$ cat src/rtl/uart_pkg.sv
// UART shared types: line-state enum and bit-period helper.
// Used by receiver_axis and transmitter_axis; no logic of its own.
// No timing and no backpressure; declarations only.
package uart_pkg;

  typedef enum logic [1:0] {
    IDLE,
    START,
    DATA,
    STOP
  } uart_state_t;

  function automatic int unsigned cycles_per_bit(input int unsigned clock_frequency,
                                                 input int unsigned baud_rate);
    return clock_frequency / baud_rate;
  endfunction

endpackage

$ cat src/rtl/uart_sync.sv
// Two-flop synchronizer for an asynchronous single-bit input.
// Latency: 2 clk cycles from d to q.
// No backpressure; the output follows the input continuously.
module uart_sync #(
  parameter logic RESET_VALUE = 1'b1
) (
  input  logic clk,
  input  logic rst,
  input  logic d,
  output logic q
);

  logic meta;

  always_ff @(posedge clk or posedge rst) begin
    if (rst) begin
      meta <= RESET_VALUE;
      q    <= RESET_VALUE;
    end else begin
      meta <= d;
      q    <= meta;
    end
  end

endmodule

$ cat src/rtl/receiver_axis.sv
// UART receiver: 1 start, WORD_WIDTH data bits LSB first, 1 stop, word out on AXI4-Stream.
// Latency: tvalid rises 3 + HALF_CYCLES + (WORD_WIDTH+1)*BIT_CYCLES clk cycles after din falls.
// Backpressure: line is never stalled; a word finishing while one is still pending is dropped and overrun pulses.
module receiver_axis
  import uart_pkg::*;
#(
  parameter int unsigned CLOCK_FREQUENCY = 32'd100_000_000,
  parameter int unsigned BAUD_RATE       = 32'd115200,
  parameter int unsigned WORD_WIDTH      = 32'd8
) (
  input  logic                  clk,
  input  logic                  rst,
  input  logic                  din,
  output logic [WORD_WIDTH-1:0] dout_axis_tdata,
  output logic                  dout_axis_tvalid,
  input  logic                  dout_axis_tready,
  output logic                  frame_error,
  output logic                  overrun
);

  localparam int unsigned BIT_CYCLES  = cycles_per_bit(CLOCK_FREQUENCY, BAUD_RATE);
  localparam int unsigned HALF_CYCLES = BIT_CYCLES / 2;
  localparam int unsigned CNT_W       = $clog2(BIT_CYCLES + 1);
  localparam int unsigned IDX_W       = (WORD_WIDTH > 1) ? $clog2(WORD_WIDTH) : 1;

  localparam logic [CNT_W-1:0] BIT_LAST  = CNT_W'(BIT_CYCLES - 1);
  localparam logic [CNT_W-1:0] HALF_LAST = CNT_W'(HALF_CYCLES - 1);
  localparam logic [CNT_W-1:0] CNT_ONE   = CNT_W'(1);
  localparam logic [IDX_W-1:0] IDX_LAST  = IDX_W'(WORD_WIDTH - 1);
  localparam logic [IDX_W-1:0] IDX_ONE   = IDX_W'(1);

  uart_state_t           state, state_nxt;
  logic [CNT_W-1:0]      cnt, cnt_nxt;
  logic [IDX_W-1:0]      bit_idx, bit_nxt;
  logic [WORD_WIDTH-1:0] shreg, shreg_nxt;
  logic [WORD_WIDTH-1:0] tdata_nxt;
  logic                  tvalid_nxt;
  logic                  fe_nxt;
  logic                  ov_nxt;
  logic                  din_s;
  logic                  din_s_d;

  uart_sync #(.RESET_VALUE(1'b1)) u_din_sync (
    .clk (clk),
    .rst (rst),
    .d   (din),
    .q   (din_s)
  );

  always_ff @(posedge clk or posedge rst) begin
    if (rst) begin
      state            <= IDLE;
      cnt              <= '0;
      bit_idx          <= '0;
      shreg            <= '0;
      din_s_d          <= 1'b1;
      dout_axis_tdata  <= '0;
      dout_axis_tvalid <= 1'b0;
      frame_error      <= 1'b0;
      overrun          <= 1'b0;
    end else begin
      state            <= state_nxt;
      cnt              <= cnt_nxt;
      bit_idx          <= bit_nxt;
      shreg            <= shreg_nxt;
      din_s_d          <= din_s;
      dout_axis_tdata  <= tdata_nxt;
      dout_axis_tvalid <= tvalid_nxt;
      frame_error      <= fe_nxt;
      overrun          <= ov_nxt;
    end
  end

  always_comb begin
    state_nxt  = state;
    cnt_nxt    = cnt;
    bit_nxt    = bit_idx;
    shreg_nxt  = shreg;
    tdata_nxt  = dout_axis_tdata;
    tvalid_nxt = dout_axis_tvalid;
    fe_nxt     = 1'b0;
    ov_nxt     = 1'b0;

    // An accept this cycle frees the holding register for a word landing on the same edge.
    if (dout_axis_tvalid && dout_axis_tready) tvalid_nxt = 1'b0;

    case (state)
      IDLE: begin
        if (din_s_d && !din_s) begin
          state_nxt = START;
          cnt_nxt   = '0;
        end
      end
      START: begin
        if (cnt == HALF_LAST) begin
          cnt_nxt   = '0;
          bit_nxt   = '0;
          state_nxt = din_s ? IDLE : DATA;
        end else begin
          cnt_nxt = cnt + CNT_ONE;
        end
      end
      DATA: begin
        if (cnt == BIT_LAST) begin
          cnt_nxt            = '0;
          shreg_nxt[bit_idx] = din_s;
          if (bit_idx == IDX_LAST) state_nxt = STOP;
          else                     bit_nxt   = bit_idx + IDX_ONE;
        end else begin
          cnt_nxt = cnt + CNT_ONE;
        end
      end
      STOP: begin
        if (cnt == BIT_LAST) begin
          cnt_nxt   = '0;
          state_nxt = IDLE;
          if (!din_s) begin
            fe_nxt = 1'b1;
          end else if (tvalid_nxt) begin
            ov_nxt = 1'b1;
          end else begin
            tdata_nxt  = shreg;
            tvalid_nxt = 1'b1;
          end
        end else begin
          cnt_nxt = cnt + CNT_ONE;
        end
      end
      default: state_nxt = IDLE;
    endcase
  end

endmodule
$ cat config.mk
export PLATFORM = sky130hd
export DESIGN_NAME = receiver_axis
export DESIGN_NICKNAME = d
export VERILOG_FILES = /design/src/rtl/uart_pkg.sv /design/src/rtl/uart_sync.sv /design/src/rtl/receiver_axis.sv
export SDC_FILE = /design/constraint.sdc
export NUM_CORES = 1
export LEC_CHECK = 0
export ABC_AREA = 1
export BUFFER_PORTS_ARGS = -buffer_cell sky130_fd_sc_hd__buf_4
export CORE_MARGIN = 2
export CORE_UTILIZATION = 59
export DETAILED_ROUTE_END_ITERATION = 8
export PLACE_DENSITY = 0.85
export SYNTH_ARGS = -nofsm -noshare
export SYNTH_HDL_FRONTEND = slang
export SYNTH_HIERARCHICAL = 1
export SYNTH_SLANG_ARGS = --single-unit
$ cat constraint.sdc
create_clock -name clk -period 1.6 [get_ports clk]
set_clock_uncertainty 0.05 [all_clocks]
set_input_delay 0.08 -clock clk [delete_from_list [all_inputs] [get_ports clk]]
set_output_delay 0.08 -clock clk [all_outputs]
set_load 0.005 [all_outputs]
## Word level (Yosys, flattened, before mapping)

Index checks and enable logic that the tools add are counted.

| cells by class | value |
|---|---|
| muxes and demuxes | 29 |
| $lt $le $gt $ge | 2 |
| eq/ne operators | 12 |
| add/subtract/negate cells | 2 |
| reduce and logical (&&, ||, !) cells | 11 |
| bitwise operators | 1 |

Operators with widths:

| operator | number |
|---|---|
| two-way mux 10 bit | 3 |
| case mux 10 bit (3 select lines) | 1 |
| two-way mux 1 bit | 12 |
| two-way mux 2 bit | 6 |
| != test 2 bit (second input constant) | 6 |
| adder 10 x 1 -> 10 bit (second input constant) | 1 |
| equality test 10 bit (second input constant) | 1 |
| equality test 10 x 9 -> 1 bit (second input constant) | 1 |
| two-way mux 3 bit | 3 |
| bitwise mux 8 bit | 1 |
| case mux 2 bit (4 select lines) | 1 |
| AND reduction 4 bit | 2 |
| case mux 3 bit (2 select lines) | 1 |
| AND reduction 5 bit | 1 |
| equality test 2 bit (second input constant) | 2 |
| less-than comparator 3 x 4 -> 1 bit (second input constant) | 1 |
| adder 3 x 1 -> 3 bit (second input constant) | 1 |
| demux 1 bit (select 3 bit) | 1 |
| equality test 3 bit (second input constant) | 1 |
| greater-or-equal comparator 3 x 1 -> 1 bit (second input constant) | 1 |
| logical AND 1 bit | 3 |
| equality test 2 x 1 -> 1 bit (second input constant) | 1 |
| logical NOT 2 bit | 1 |
| AND reduction 2 bit | 1 |
| 4 further kinds | 4 |

| word-level totals | value |
|---|---|
| input bits | 4 |
| flip-flop bits (word level) | 37 |
| word-level logic and storage cells | 68 |

## Longest topological paths before layout

| depth | value |
|---|---|
| depth in word-level cells | 6 |
| depth in mapped cells | 11 |
| depth with buffers taken out | 11 |

## By module

Netlist, hierarchy kept.

By module, submodules not included:

| module | seq. area each (um^2) | area each (um^2) | times used | cells each |
|---|---|---|---|---|
| receiver_axis | 877.1 | 1851.8 | 1 | 232 |
| uart_sync | 52.6 | 56.3 | 1 | 3 |

## Worst setup path after synthesis

Ideal clock, no wire load.

| timing | value |
|---|---|
| path kind | reg2reg |
| start | reg cnt[0] |
| end | reg bit_idx[2] |
| path slack | 0.180 ns |
| stages on the path, launching flop included | 11 |
| setup time | 0.121 ns |
| arrival time | 1.249 ns |
| required time | 1.429 ns |
| buffers on the path | 0 |
| path through | dfrtp_1 -> ha_1 -> nand2_1 -> nor2_1 -> nand2_2 -> nand2_1 -> nand2_1 -> inv_2 -> nand2_2 -> nand2_1 -> o21ai_1 |

| between the ends | value |
|---|---|
| cells in the longest elaborated chain, start to end | 3 |
| elaborated cells between the ends (all ways) | 5 |
| those cells by class | eq/ne (4); reduce/logical (1) |

Ends and longest elaborated chain:

| element | line | text |
|---|---|---|
| start: declaration | receiver_axis.sv:33 | `logic [CNT_W-1:0] cnt, cnt_nxt;` |
| start signal: assignment | receiver_axis.sv:63 | `cnt <= cnt_nxt;` |
| equality test 10 bit / equality test 10 x 9 -> 1 bit (equally long branches) | receiver_axis.sv:104, receiver_axis.sv:95 |  |
| != test 2 bit (no line) | n/a |  |
| AND reduction 4 bit (no line) * | n/a |  |
| end signal: assignment | receiver_axis.sv:64 | `bit_idx <= bit_nxt;` |
| end: declaration | receiver_axis.sv:34 | `logic [IDX_W-1:0] bit_idx, bit_nxt;` |

Mark *: on every way between the ends. The rest lies on a longest branch, timed or not.
A chain may end at the register's enable or synchronous reset.

## Worst setup path in the final report

| timing | value |
|---|---|
| start | reg cnt[0] |
| end | reg bit_idx[1] |

The elaborated chain is that of the path after synthesis.

==> results.py <==
metrics = {
    "run_status": {
        "status": "finished, final reports clean",
    },
    "pwr": {
        "power_density_nw_per_um2": 1120,
        "power.total_mw": 2.52,
        "p_leak_nw": 1.09,
        "max-vdd-ir-drop_mv": 0.760,
    },
    "timing": {
        "timing.final.crit_period_ns": 1.51,
        "finalCritPeriodShare_pct": 94.4,
        "worstMarginPinSlew_ns": 0.432,
        "finalWorstSetupSlack_ns": 0.0895,
        "drv_slew": 0,
        "setup_violations": 0,
        "rsz0062_at_grt": "yes",
        "relSlewSlack_pct": 71.2,
        "hold_viol": 0,
        "max_freq_mhz": 662,
    },
    "detailed_routing": {
        "routed_wirelength_um": 3560,
        "vias": 1569,
        "ant_nets": 0,
        "drt-initial-drc-count": 94,
        "via_per_inst": 5.09,
        "wl_per_cell_um": 11.6,
        "drt-pass1-iter-count": 4,
        "drc": 0,
    },
    "layout": {
        "fin_cells": 308,
        "nets": 271,
        "fin_util_pct": 73.7,
        "drive_gt1_share_pct": 27.3,
        "area_delta_synth_final_pct": 18.0,
        "nFillCells": 252,
        "fin_area_sq_um": 2250,
        "diodes": 0,
    },
    "synthesis": {
        "synth_edf_count": 0,
        "ys_ff_latch": 37,
        "syn_area_sq_um": 1910,
        "yosysSeqAreaShare_pct": 48.7,
        "synth_top_area_share_pct": 44.6,
        "synth_most_common_cell": "nand2_1",
        "ys_types": 25,
        "async_flop_share_pct": 100,
        "synthCells": 235,
        "synth.area.top_cells": "dfrtp_1 45%, nand2_1 13%, inv_1 7.1%",
        "synth_flop_cell": "dfrtp_1",
        "synth_fp_nets": 243,
        "syn_avg_cell_area_sq_um": 8.12,
        "ys_top_cells_by_count": "65 x nand2_1, 36 x inv_1, 34 x dfrtp_1, 19 x nor2_1, 11 x nand3_1",
        "yosysWarnings": 6,
        "netlist.top_cell.by_area": "dfrtp_1",
    },
    "grt": {
        "gr-total-overflow": 0,
        "met2_usage_pct": 38.7,
        "grt_pass1_vias": 1411,
        "gr-usage-all-layers_pct": 21.9,
        "gr-usage-met3_pct": 3.84,
        "grt_pass1_wl_um": 5920,
        "grt.busiest_layer": "met2",
        "met1_usage_pct": 26.2,
        "antenna_found_initial": 0,
        "grt_max_degree": 36,
    },
    "clock_network": {
        "cts_made_buffers": 5,
        "ctsHtreeMaxLevel": 2,
        "clk_latency_ns": 0.34,
        "cts_tree": "yes",
        "cts_buffer_depth": 2,
        "cts.sinks": 37,
        "cts_root_buf": "clkbuf_4",
        "path_clk_slew_ns": 0.10,
    },
    "worst_setup_path": {
        "cpMaxStageDelayCell": "dfrtp_1",
        "crit_chain": "buf_6 -> ha_4 -> nand2_2 -> nor2_1 -> nand3_1 -> nand2_2 -> nand2_2 -> inv_2 -> nand2_4 -> nand2_1 -> o21ai_1",
        "ff2ff_setup_slack_ns": 0.09,
        "end_kind": "register",
        "cp_common_cell": "nand2_2",
        "path_class": "register to register",
        "crit_buf_inv": 2,
        "cp_data_required_time_ns": 1.78,
        "crit_start": "cnt[0]$_DFFE_PP0P_",
        "cp_top_family": "simple AND/OR/NAND/NOR gates",
        "worst-path-max-fanout": 6,
        "max_stage_delay_ns": 0.43,
        "r2r-start": "cnt[0]$_DFFE_PP0P_",
        "crit_arrival_ns": 1.69,
        "start_kind": "register",
    },
    "floorplanning": {
        "start_util_pct": 62.5,
        "die_x_um": 60.9,
        "core_sq_um": 3050,
        "chipHeight_um": 60.9,
        "rows": 20,
        "io_pins": 15,
        "die-area_sq_um": 3710,
    },
    "placed_design": {
        "dp_worst_setup_slack_ns": 0.0340,
        "place.gp.congestion": 0.916,
        "place_area_sq_um": 2080,
        "placedCellCount": 295,
        "port_buffers": 14,
        "dp_hpwl_um": 2610,
    },
    "worst_hold_path": {
        "hold_path.class": "input port to async pin",
    },
    "run": {
        "cap_violations": 0,
    },
}
## cell usage in the layout, fill, tap and decap left out, types with 3 or more instances in the layout
cell type / n
nand2_1: 58
inv_1: 34
dfrtp_1: 32
buf_4: 19
nor2_1: 16
nand2_2: 13
nand3_1: 11
o21ai_2: 9
o21ai_0: 7
o21ai_1: 6
a21oi_1: 6
clkbuf_4: 5
inv_2: 4
nor2_2: 4
o22ai_1: 4
nor3_1: 4
xor2_1: 3
dfstp_2: 3
dlygate4sd3_1: 3
## logic make-up (layout without fill, tap and decap cells)
| kind of cell | count (synthesis) | in the layout | synth area share [%] |
|---|---|---|---|
| flops | 37 | 37 | 48.7 |
| buf+inv | 41 | 70 | 9.25 |
| fa+ha+maj | 4 | 4 | 2.62 |
| compound gates | 33 | 33 | 10.6 |
| simple gates | 117 | 117 | 27.4 |
| xor+xnor | 3 | 3 | 1.38 |
## state kept, by name, indices dropped and copies added (netlist names), named ones only
signal	flops
din_s_d	1
state	1
u_din_sync/q	1
dout_axis_tvalid	1
dout_axis_tdata	8
cnt	10
shreg	8
u_din_sync/meta	1
overrun	1
frame_error	1
bit_idx	3
## routing by layer
metal,vias up,routed length (um)
li1,799,-
met1,733,1550
met3,5,129
met5,-,0
met4,0,49
met2,32,1830
## worst paths after layout
kind,cells past startpoint,to
worst min-delay path,3,u_din_sync/meta$_DFF_PP1_
max in group asynchronous,4,din_s_d$_DFF_PP1_
worst max register to register,11,bit_idx[1]$_DFFE_PP0P_
worst min register to register,0,u_din_sync/q$_DFF_PP1_
worst max-delay path,11,bit_idx[1]$_DFFE_PP0P_
min in group clk,0,u_din_sync/q$_DFF_PP1_
## worst register-to-register path, cell delays in order (launching register included)
cell,delay (ns)
dfrtp_1,0.43
buf_6,0.13
ha_4,0.13
nand2_2,0.04
nor2_1,0.11
nand3_1,0.09
nand2_2,0.09
nand2_2,0.07
inv_2,0.07
nand2_4,0.07
nand2_1,0.07
o21ai_1,0.05
## final cells by class
class / count / area, sq um / share of cell area (%)
clock buffer: 6 / 41.3 / 1.83
clock inverter: 2 / 10.0 / 0.445
sequential: 37 / 932 / 41.4
timing repair buffer: 24 / 204 / 9.06
inverter: 38 / 143 / 6.34
tap: 44 / 55.1 / 2.45
multi-input combinational: 157 / 866 / 38.5
## metrics by stage
step                hold slack, ns  TNS [ns]
finish                       0.278         0
global route                 0.272    -0.119
CTS                          0.268         0
detailed placement          0.0782         0
global placement            0.0723         0
floorplan                  -0.0585         0
## report_power, final
group          internal, mW  leakage [nW]  switching (mW)
Clock                 0.167        0.0320           0.294
Combinational         0.341         0.558           0.570
Sequential             1.02         0.496           0.119
## what timing repair did
action                                  4_1_cts  5_1_grt
hold endpoints to repair                     39        0
hold buffers                                  3        0
resized for setup                             0       23
setup buffers                                 0        2
endpoints found under the setup margin        0       20
No activity file was read; power rests on OpenSTA's default activity.
